`src/rtl/cic_comb_upsampler.sv`:
```
// cic_comb_upsampler
// Upstream half of a CIC interpolator: N_STAGES comb sections running at the
// input rate, followed by a 1:RATE upsampler that emits one sample per tick.
// Input samples arrive over a valid/ready handshake into a one-entry buffer.
// The output drives the ena/in of the first integrator stage.
//
// Optional build macro CIC_ZOH_EN: zero-order hold instead of zero stuffing.
// At phases 1..RATE-1 the output repeats the last phase-0 value, which raises
// the downstream gain by RATE. Without the macro the non-zero phases output 0
// and no hold register exists.
module cic_comb_upsampler #(
  parameter int IN_WIDTH = 16,
  parameter int N_STAGES = 3,
  parameter int RATE     = 8,
  localparam int OUT_WIDTH = IN_WIDTH + N_STAGES
) (
  input  logic                        clk,
  input  logic                        rst,
  input  logic                        tick,
  input  logic signed [IN_WIDTH-1:0]  in_data,
  input  logic                        in_valid,
  output logic                        in_ready,
  output logic signed [OUT_WIDTH-1:0] out_data,
  output logic                        out_ena,
  output logic                        underrun
);

  localparam int PH_W = (RATE > 1) ? $clog2(RATE) : 1;
  localparam logic [PH_W-1:0] PH_LAST = PH_W'(RATE - 1);

  logic [PH_W-1:0]             phase_p0;
  logic signed [IN_WIDTH-1:0]  buf_data;
  logic                        buf_full;
  logic                        consume;
  logic                        xfer;
  logic signed [OUT_WIDTH-1:0] comb_out_p0;
  logic signed [OUT_WIDTH-1:0] fill_p0;

  // A sample is pulled from the buffer on the phase-0 tick; the buffer may
  // be refilled in that same cycle so back-to-back input is possible.
  assign consume  = tick & (phase_p0 == '0);
  assign in_ready = ~buf_full | consume;
  assign xfer     = in_valid & in_ready;

  // Phase counter: advances only on tick, wraps at RATE-1.
  always_ff @(posedge clk) begin
    if (rst) begin
      phase_p0 <= '0;
    end else if (tick) begin
      phase_p0 <= (phase_p0 == PH_LAST) ? '0 : phase_p0 + 1'b1;
    end
  end

  // Buffer payload: loaded on every accepted transfer.
  always_ff @(posedge clk) begin
    if (xfer) begin
      buf_data <= in_data;
    end
  end

  // Buffer occupancy: a simultaneous reload keeps it full.
  always_ff @(posedge clk) begin
    if (rst) begin
      buf_full <= 1'b0;
    end else if (xfer) begin
      buf_full <= 1'b1;
    end else if (consume) begin
      buf_full <= 1'b0;
    end
  end

  // Sticky underrun flag: a phase-0 tick found the buffer empty.
  always_ff @(posedge clk) begin
    if (rst) begin
      underrun <= 1'b0;
    end else if (consume && !buf_full) begin
      underrun <= 1'b1;
    end
  end

  // ---- stage p0: combinational comb chain, evaluated in the consume cycle ----
  // Stage k takes an (IN_WIDTH+k-1)-bit input and produces IN_WIDTH+k bits,
  // so the difference never needs saturation; arithmetic is plain two's
  // complement as the integrators downstream rely on exact wrap behaviour.
  // A missing sample is fed as zero so the delay line stays consistent.
  for (genvar k = 1; k <= N_STAGES; k++) begin : g_comb
    localparam int W = IN_WIDTH + k;

    logic signed [W-2:0] x_p0;
    logic signed [W-2:0] d_p0;
    logic signed [W-1:0] y_p0;

    if (k == 1) begin : g_first
      assign x_p0 = buf_full ? buf_data : '0;
    end else begin : g_next
      assign x_p0 = g_comb[k-1].y_p0;
    end

    assign y_p0 = {x_p0[W-2], x_p0} - {d_p0[W-2], d_p0};

    // Differential delay of one input-rate sample, advanced on consume only.
    always_ff @(posedge clk) begin
      if (rst) begin
        d_p0 <= '0;
      end else if (consume) begin
        d_p0 <= x_p0;
      end
    end
  end

  assign comb_out_p0 = g_comb[N_STAGES].y_p0;

`ifdef CIC_ZOH_EN
  logic signed [OUT_WIDTH-1:0] hold_p1;

  // Hold register: remembers the latest phase-0 comb output for repetition.
  always_ff @(posedge clk) begin
    if (rst) begin
      hold_p1 <= '0;
    end else if (consume) begin
      hold_p1 <= comb_out_p0;
    end
  end

  assign fill_p0 = hold_p1;
`else
  assign fill_p0 = '0;
`endif

  // ---- stage p1: registered output, one cycle after the tick ----
  // Strobe follows every tick; data holds its value between ticks.
  always_ff @(posedge clk) begin
    if (rst) begin
      out_ena  <= 1'b0;
      out_data <= '0;
    end else begin
      out_ena <= tick;
      if (tick) begin
        out_data <= (phase_p0 == '0) ? comb_out_p0 : fill_p0;
      end
    end
  end

endmodule

```
`config.mk`:
```
export PLATFORM = sky130hd
export DESIGN_NAME = cic_comb_upsampler
export DESIGN_NICKNAME = d
export VERILOG_FILES = /design/src/rtl/cic_comb_upsampler.sv
export SDC_FILE = /design/constraint.sdc
export NUM_CORES = 1
export LEC_CHECK = 0
export CAP_MARGIN = 15
export CORE_MARGIN = 2
export CORE_UTILIZATION = 48
export CTS_BUF_LIST = sky130_fd_sc_hd__clkbuf_4 sky130_fd_sc_hd__clkbuf_8
export CTS_CLUSTER_DIAMETER = 120
export DETAILED_ROUTE_END_ITERATION = 12
export DONT_BUFFER_PORTS = 1
export HOLD_SLACK_MARGIN = 0.05
export MAX_ROUTING_LAYER = met4
export SLEW_MARGIN = 20
export SYNTH_ARGS = -nofsm -noshare
export SYNTH_HDL_FRONTEND = slang
export SYNTH_SLANG_ARGS = --single-unit
export TNS_END_PERCENT = 10
```
`constraint.sdc`:
```
create_clock -name clk -period 6.5 [get_ports clk]
set_input_delay 0 -clock clk [delete_from_list [all_inputs] [get_ports clk]]
set_output_delay 0 -clock clk [all_outputs]
set_load 0.02 [all_outputs]
```
== Word-level counts from Yosys, hierarchy flattened ==
Cells that the tools add are included.
W data, S select, Z words.

* Input port bits: 20
* Output and inout port bits: 22
* Flip-flop bits (word level): 92

* Muxes and demuxes: 5
* $add $sub $neg: 4
* Reductions and logical operators: 4
* Bitwise operators: 4
* Eq/ne operators: 1

{| class="wikitable"
|+ Operator list
! operator !! count
|-
| $mux W19 || 1
|-
| $sub A18 B18 Y19 || 1
|-
| $sub A17 B17 Y18 || 1
|-
| $sub A16 B16 Y17 || 1
|-
| $mux W16 || 1
|-
| $add A3 B1 Y3 const B || 1
|-
| $eq A3 B3 Y1 const B || 1
|-
| $logic_not A3 Y1 || 1
|-
| $mux W3 || 1
|-
| $and A1 B1 Y1 || 2
|-
| $mux W1 || 2
|-
| $reduce_bool A2 Y1 || 1
|-
| $logic_and A1 B1 Y1 || 1
|-
| $logic_not A1 Y1 || 1
|-
| $not A1 Y1 || 1
|-
| $or A1 B1 Y1 || 1
|}

== Depth between registers and ports, before layout ==
* Depth after elaboration: 5
* Depth in mapped cells: 24

== Worst setup path after synthesis ==
OpenSTA, ideal clock, no wires.

* Path type: flip-flop to flip-flop
* Start point: register buf_full
* End point: register out_data[18]
* Data arrival time: 4441 ps
* Stages on the path, launching flop included: 23
* Setup slack: 1940 ps
* Path through: dfxtp_1 clkbuf_1 and2_1 ha_1 nor2b_1 o2111ai_1 nand2_1 o41ai_1 xnor2_1 ha_1 nand2_1 o21ai_0 and2_1 o41ai_1 xnor2_1 ha_1 clkbuf_1 nand2_1 o21ai_0 nand3_1 o211ai_1 a41oi_1 a211o_1

* Longest elaborated chain between the ends: 5

{| class="wikitable"
|+ RTL lines
! element !! RTL line !! RTL
|-
| from (decl) || 33 || <nowiki>logic buf_full;</nowiki>
|-
| from (signal assigned) || 64 || <nowiki>buf_full <= 1'b0;</nowiki>
|-
| from (signal assigned) || 66 || <nowiki>buf_full <= 1'b1;</nowiki>
|-
| from (signal assigned) || 68 || <nowiki>buf_full <= 1'b0;</nowiki>
|-
| $mux W16 || 94 || <nowiki>assign x_p0 = buf_full ? buf_data : '0;</nowiki>
|-
| via g_comb[1].x_p0[1] || 89 || <nowiki>logic signed [W-2:0] x_p0;</nowiki>
|-
| $sub A16 B16 Y17 || 99 || <nowiki>assign y_p0 = {x_p0[W-2], x_p0} - {d_p0[W-2], d_p0};</nowiki>
|-
| via g_comb[1].y_p0[7] || 91 || <nowiki>logic signed [W-1:0] y_p0;</nowiki>
|-
| $sub A17 B17 Y18 || 99 ||
|-
| via g_comb[2].y_p0[11] || 91 ||
|-
| $sub A18 B18 Y19 || 99 ||
|-
| $mux W19 || 139 || <nowiki>out_data <= (phase_p0 == '0) ? comb_out_p0 : fill_p0;</nowiki>
|-
| to (signal assigned) || 139 ||
|-
| to (decl) || 23 || <nowiki>output logic signed [OUT_WIDTH-1:0] out_data,</nowiki>
|}

The timed path passes the listed nets, and every way through them passes these cells.
A chain may end at the register's enable or synchronous reset.

== Final worst setup path ==
* Start point: register buf_full
* End point: register out_data[17]

Same word-level chain as after synthesis.

==> results.md <==
* Setup-failing EPs final at 0
* Sequential share of the synthesized area at 34.3%
* Worst Hold Margin at 237 ps
* Maximum vdd drop at between 0.2 and 0.25 mV
* Width of the die at 114 microns
* Syn avg cell area at around 8.1 sq um
* Post-placement cell count at between 800 and 900
* R2r startpoint: buf_full
* Crit-path leading delay family: compound AO/OA/AOI/OAI gates
* Final Cycle Share at between 80 and 90%
* Final Hold Vio Count at 0
* Post-CTS Repair Setup Buffers at 0
* Post-cts sizing count at 0
* Initial Util at between 40 and 50%
* Final Max Slew Viols at 0
* Crit path max fanout at 20
* CTS Hold Bufs at 22
* Hold EP: buf_data[2]
* ANT cells at 0
* Status: completed
* Share of cells above drive strength 1 at 4.52%
* Top Ports at 42
* Top_reg_cell synth: dfxtp_1
* Hold path depth at 1
* Worst path buffer plus inverter count at 0
* Kind of critical path: flip-flop to flip-flop
* Hpwl dp at 8.31 mm
* Synth async-reset ratio at 0%
* Reg clk slew, reported paths at roughly 90 ps
* Post-synth EDFFs at 16
* Antenna violations before repair at 0
* RSZ-0062 raised after global routing: false
* Std-Cell Rows at 40
* Crit. path cell count at 20
* Clock Skew at 9.22 ps
* Leakage at approximately 0.0025 uW
* Seq cells post-synth at slightly above 90
* DRT iter0 DRCs at between 300 and 400
* DRC Markers at 0
* Root buffer cell: clkbuf_8
* Cts bufs inserted at 9
* Routed Antenna Nets at 0
* RePlAce Congestion at between 0.8 and 0.9
* R2R depth at 20
* DR vias at 4868
* Pre-antenna DRT Iters at 5
* Hold_sp: in_data[2]
* Minimum clock period at 5310 ps
* Total clock sinks at 92
* Worst slew margin at around half
* Crit. End Element: flip-flop
* Core footprint at between 0.01 and 0.015 sq mm
* FMAX at approximately 0.19 GHz
* Global Route Usage Sum at around a fifth
* H-tree lvl count at 3
* Slowest CP cell: dfxtp_1
* IO Port Bufs at 0
* Later-pin clock latency in the skew report at 380 ps
* Vias in the first global route at ~4600
* CP arrival at approximately 5600 ps
* TritonCTS clock tree: done
* Synth warn at 0
* R2R setup slack at roughly 1200 ps
* Synth-to-layout area growth at 8.97%
* Vert. Die Dim at 114 microns
* Most used cell along the critical path: ha_1
* CP Cell Sequence: and2_1, ha_1, nor2b_1, o2111ai_1, nand2_1, o41ai_1, xnor2_1, ha_1, a211o_1, o31ai_1, nand2_1, xor2_1, ha_1, a21o_1, a211oi_1, o21a_1, o21bai_1, a211oi_1, mux2i_1, nand3_1
* Synth Instances at 716
* Startpoint types: flip-flop
* Final TNS setup at 0 ps
* Commonest non-fill, non-tap cell in the layout: nand2_1
* First-pass GRT wire length at approximately 21 mm
* Nets at between 800 and 900
* HP Class: primary input to flip-flop
* Clock buffer depth at 2
* Die footprint at 0.0130 sq mm
* Final Non-Filler Cells at roughly 880
* Wire per inst at ~14 microns
* Total grt overflow at 0
* Max incr delay on CP at ~640 ps
* Syn Nets at just under 800
* Yosys cell types at 63
* Reg2Reg Capture Point: out_data[17]
* Routed WL at approximately 12 mm
* CP required at between 6000 and 7000 ps
* DR vias/cell at around 5.6
* Power density cells at ~460 mW/mm^2
* Total chip power at between 2000 and 3000 uW
* Total of max-cap violations at 0
* Worst-Margin Slew at 751 ps
* Largest net degree at the start of global routing at 68
* Most frequent cells in the layout: 118 x nand2_1, 78 x a21oi_1, 76 x dfxtp_1
* Cell Area, Synth at approximately 0.006 sq mm
-- where the power goes --
group          switching (uW)  internal, uW  total, uW  leakage (uW)
Combinational            1030           734       1770       0.00157
Clock                     207           215        422      0.000107
Sequential               84.5           669        754      0.000777
Total                    1330          1620       2940       0.00246
-- logic make-up (layout without fill, tap and decap cells) --
family | count (synthesis) | after routing | synth area share [%]
AO/OA/AOI/OAI | 199 | 199 | 22.1
buffers and inverters | 89 | 103 | 6.42
flip-flops | 92 | 92 | 34.3
AND/OR/NAND/NOR | 242 | 242 | 18.9
adder cells (fa/ha/maj) | 58 | 58 | 12.8
multiplexers | 3 | 3 | 0.515
XOR/XNOR | 33 | 33 | 4.96
-- layout make-up --
cell class / instances / area, sq um
clock buffers: 9 / 124
well taps: 147 / 184
flip-flops and latches: 92 / 2000
clock inverters: 7 / 90.1
fillers: 1132 / 5560
repair buffers: 25 / 260
multi-input cells: 535 / 3460
inverters: 62 / 233
-- worst max path at each step --
stage,start,endpoint
after floorplan,buf_full,out_data[18]
after global placement,buf_full,out_data[17]
after detailed placement,buf_full,out_data[17]
after CTS,buf_full,out_data[17]
after global routing,buf_full,out_data[17]
final,buf_full,out_data[17]
-- synth_stat cells, types with 3 or more instances --
library cell,instances,area (sq um)
a32oi_1,3,26.3
a22o_1,3,26.3
a21oi_1,78,390
nand3_1,12,60.1
nor3_1,11,55.1
o21a_1,16,120
nor2_1,47,176
nand4_1,6,37.5
clkbuf_8,4,55.1
nand2b_1,3,18.8
a21o_1,11,82.6
ha_1,55,688
o21ai_0,28,140
o21bai_1,3,22.5
edfxtp_1,16,480
o31ai_1,9,67.6
fa_1,3,60.1
a211o_1,3,26.3
a41oi_1,3,26.3
dfxtp_1,76,1520
mux2i_1,3,30.0
or2_2,3,18.8
inv_1,61,229
a211oi_1,10,75.1
xor2_1,13,114
and3_1,3,18.8
and2_1,18,113
o21ai_1,3,15.0
xnor2_1,20,175
clkbuf_1,23,86.3
nand2_1,118,443
nor2b_1,7,43.8
-- per-layer routing --
| metal | vias up | global-route usage, % | routed length (microns) |
|---|---|---|---|
| li1 | 2501 | - | - |
| met1 | 2268 | 25.2 | 5940 |
| met2 | 72 | 32.1 | 5330 |
| met3 | 27 | 4.24 | 360 |
| met4 | 0 | 8.70 | 320 |
| met5 | - | - | 0 |
-- through the flow --
step	instance area (sq um)	utilization (%)	setup WS, ps
2_1_floorplan	5830	-	1940
6_report	6350	53.3	1190
5_1_grt	6350	53.3	537
3_5_place_dp	5900	49.5	1280
3_3_place_gp	5900	49.5	1430
4_1_cts	6350	53.3	1210
-- sequential cells by signal, indices dropped and copies added, names as in the netlist --
signal       count
g_comb.d_p0     51
underrun         1
buf_full         1
phase_p0         3
buf_data        16
out_data        19
out_ena          1
Power figures use the tool's default switching activity.
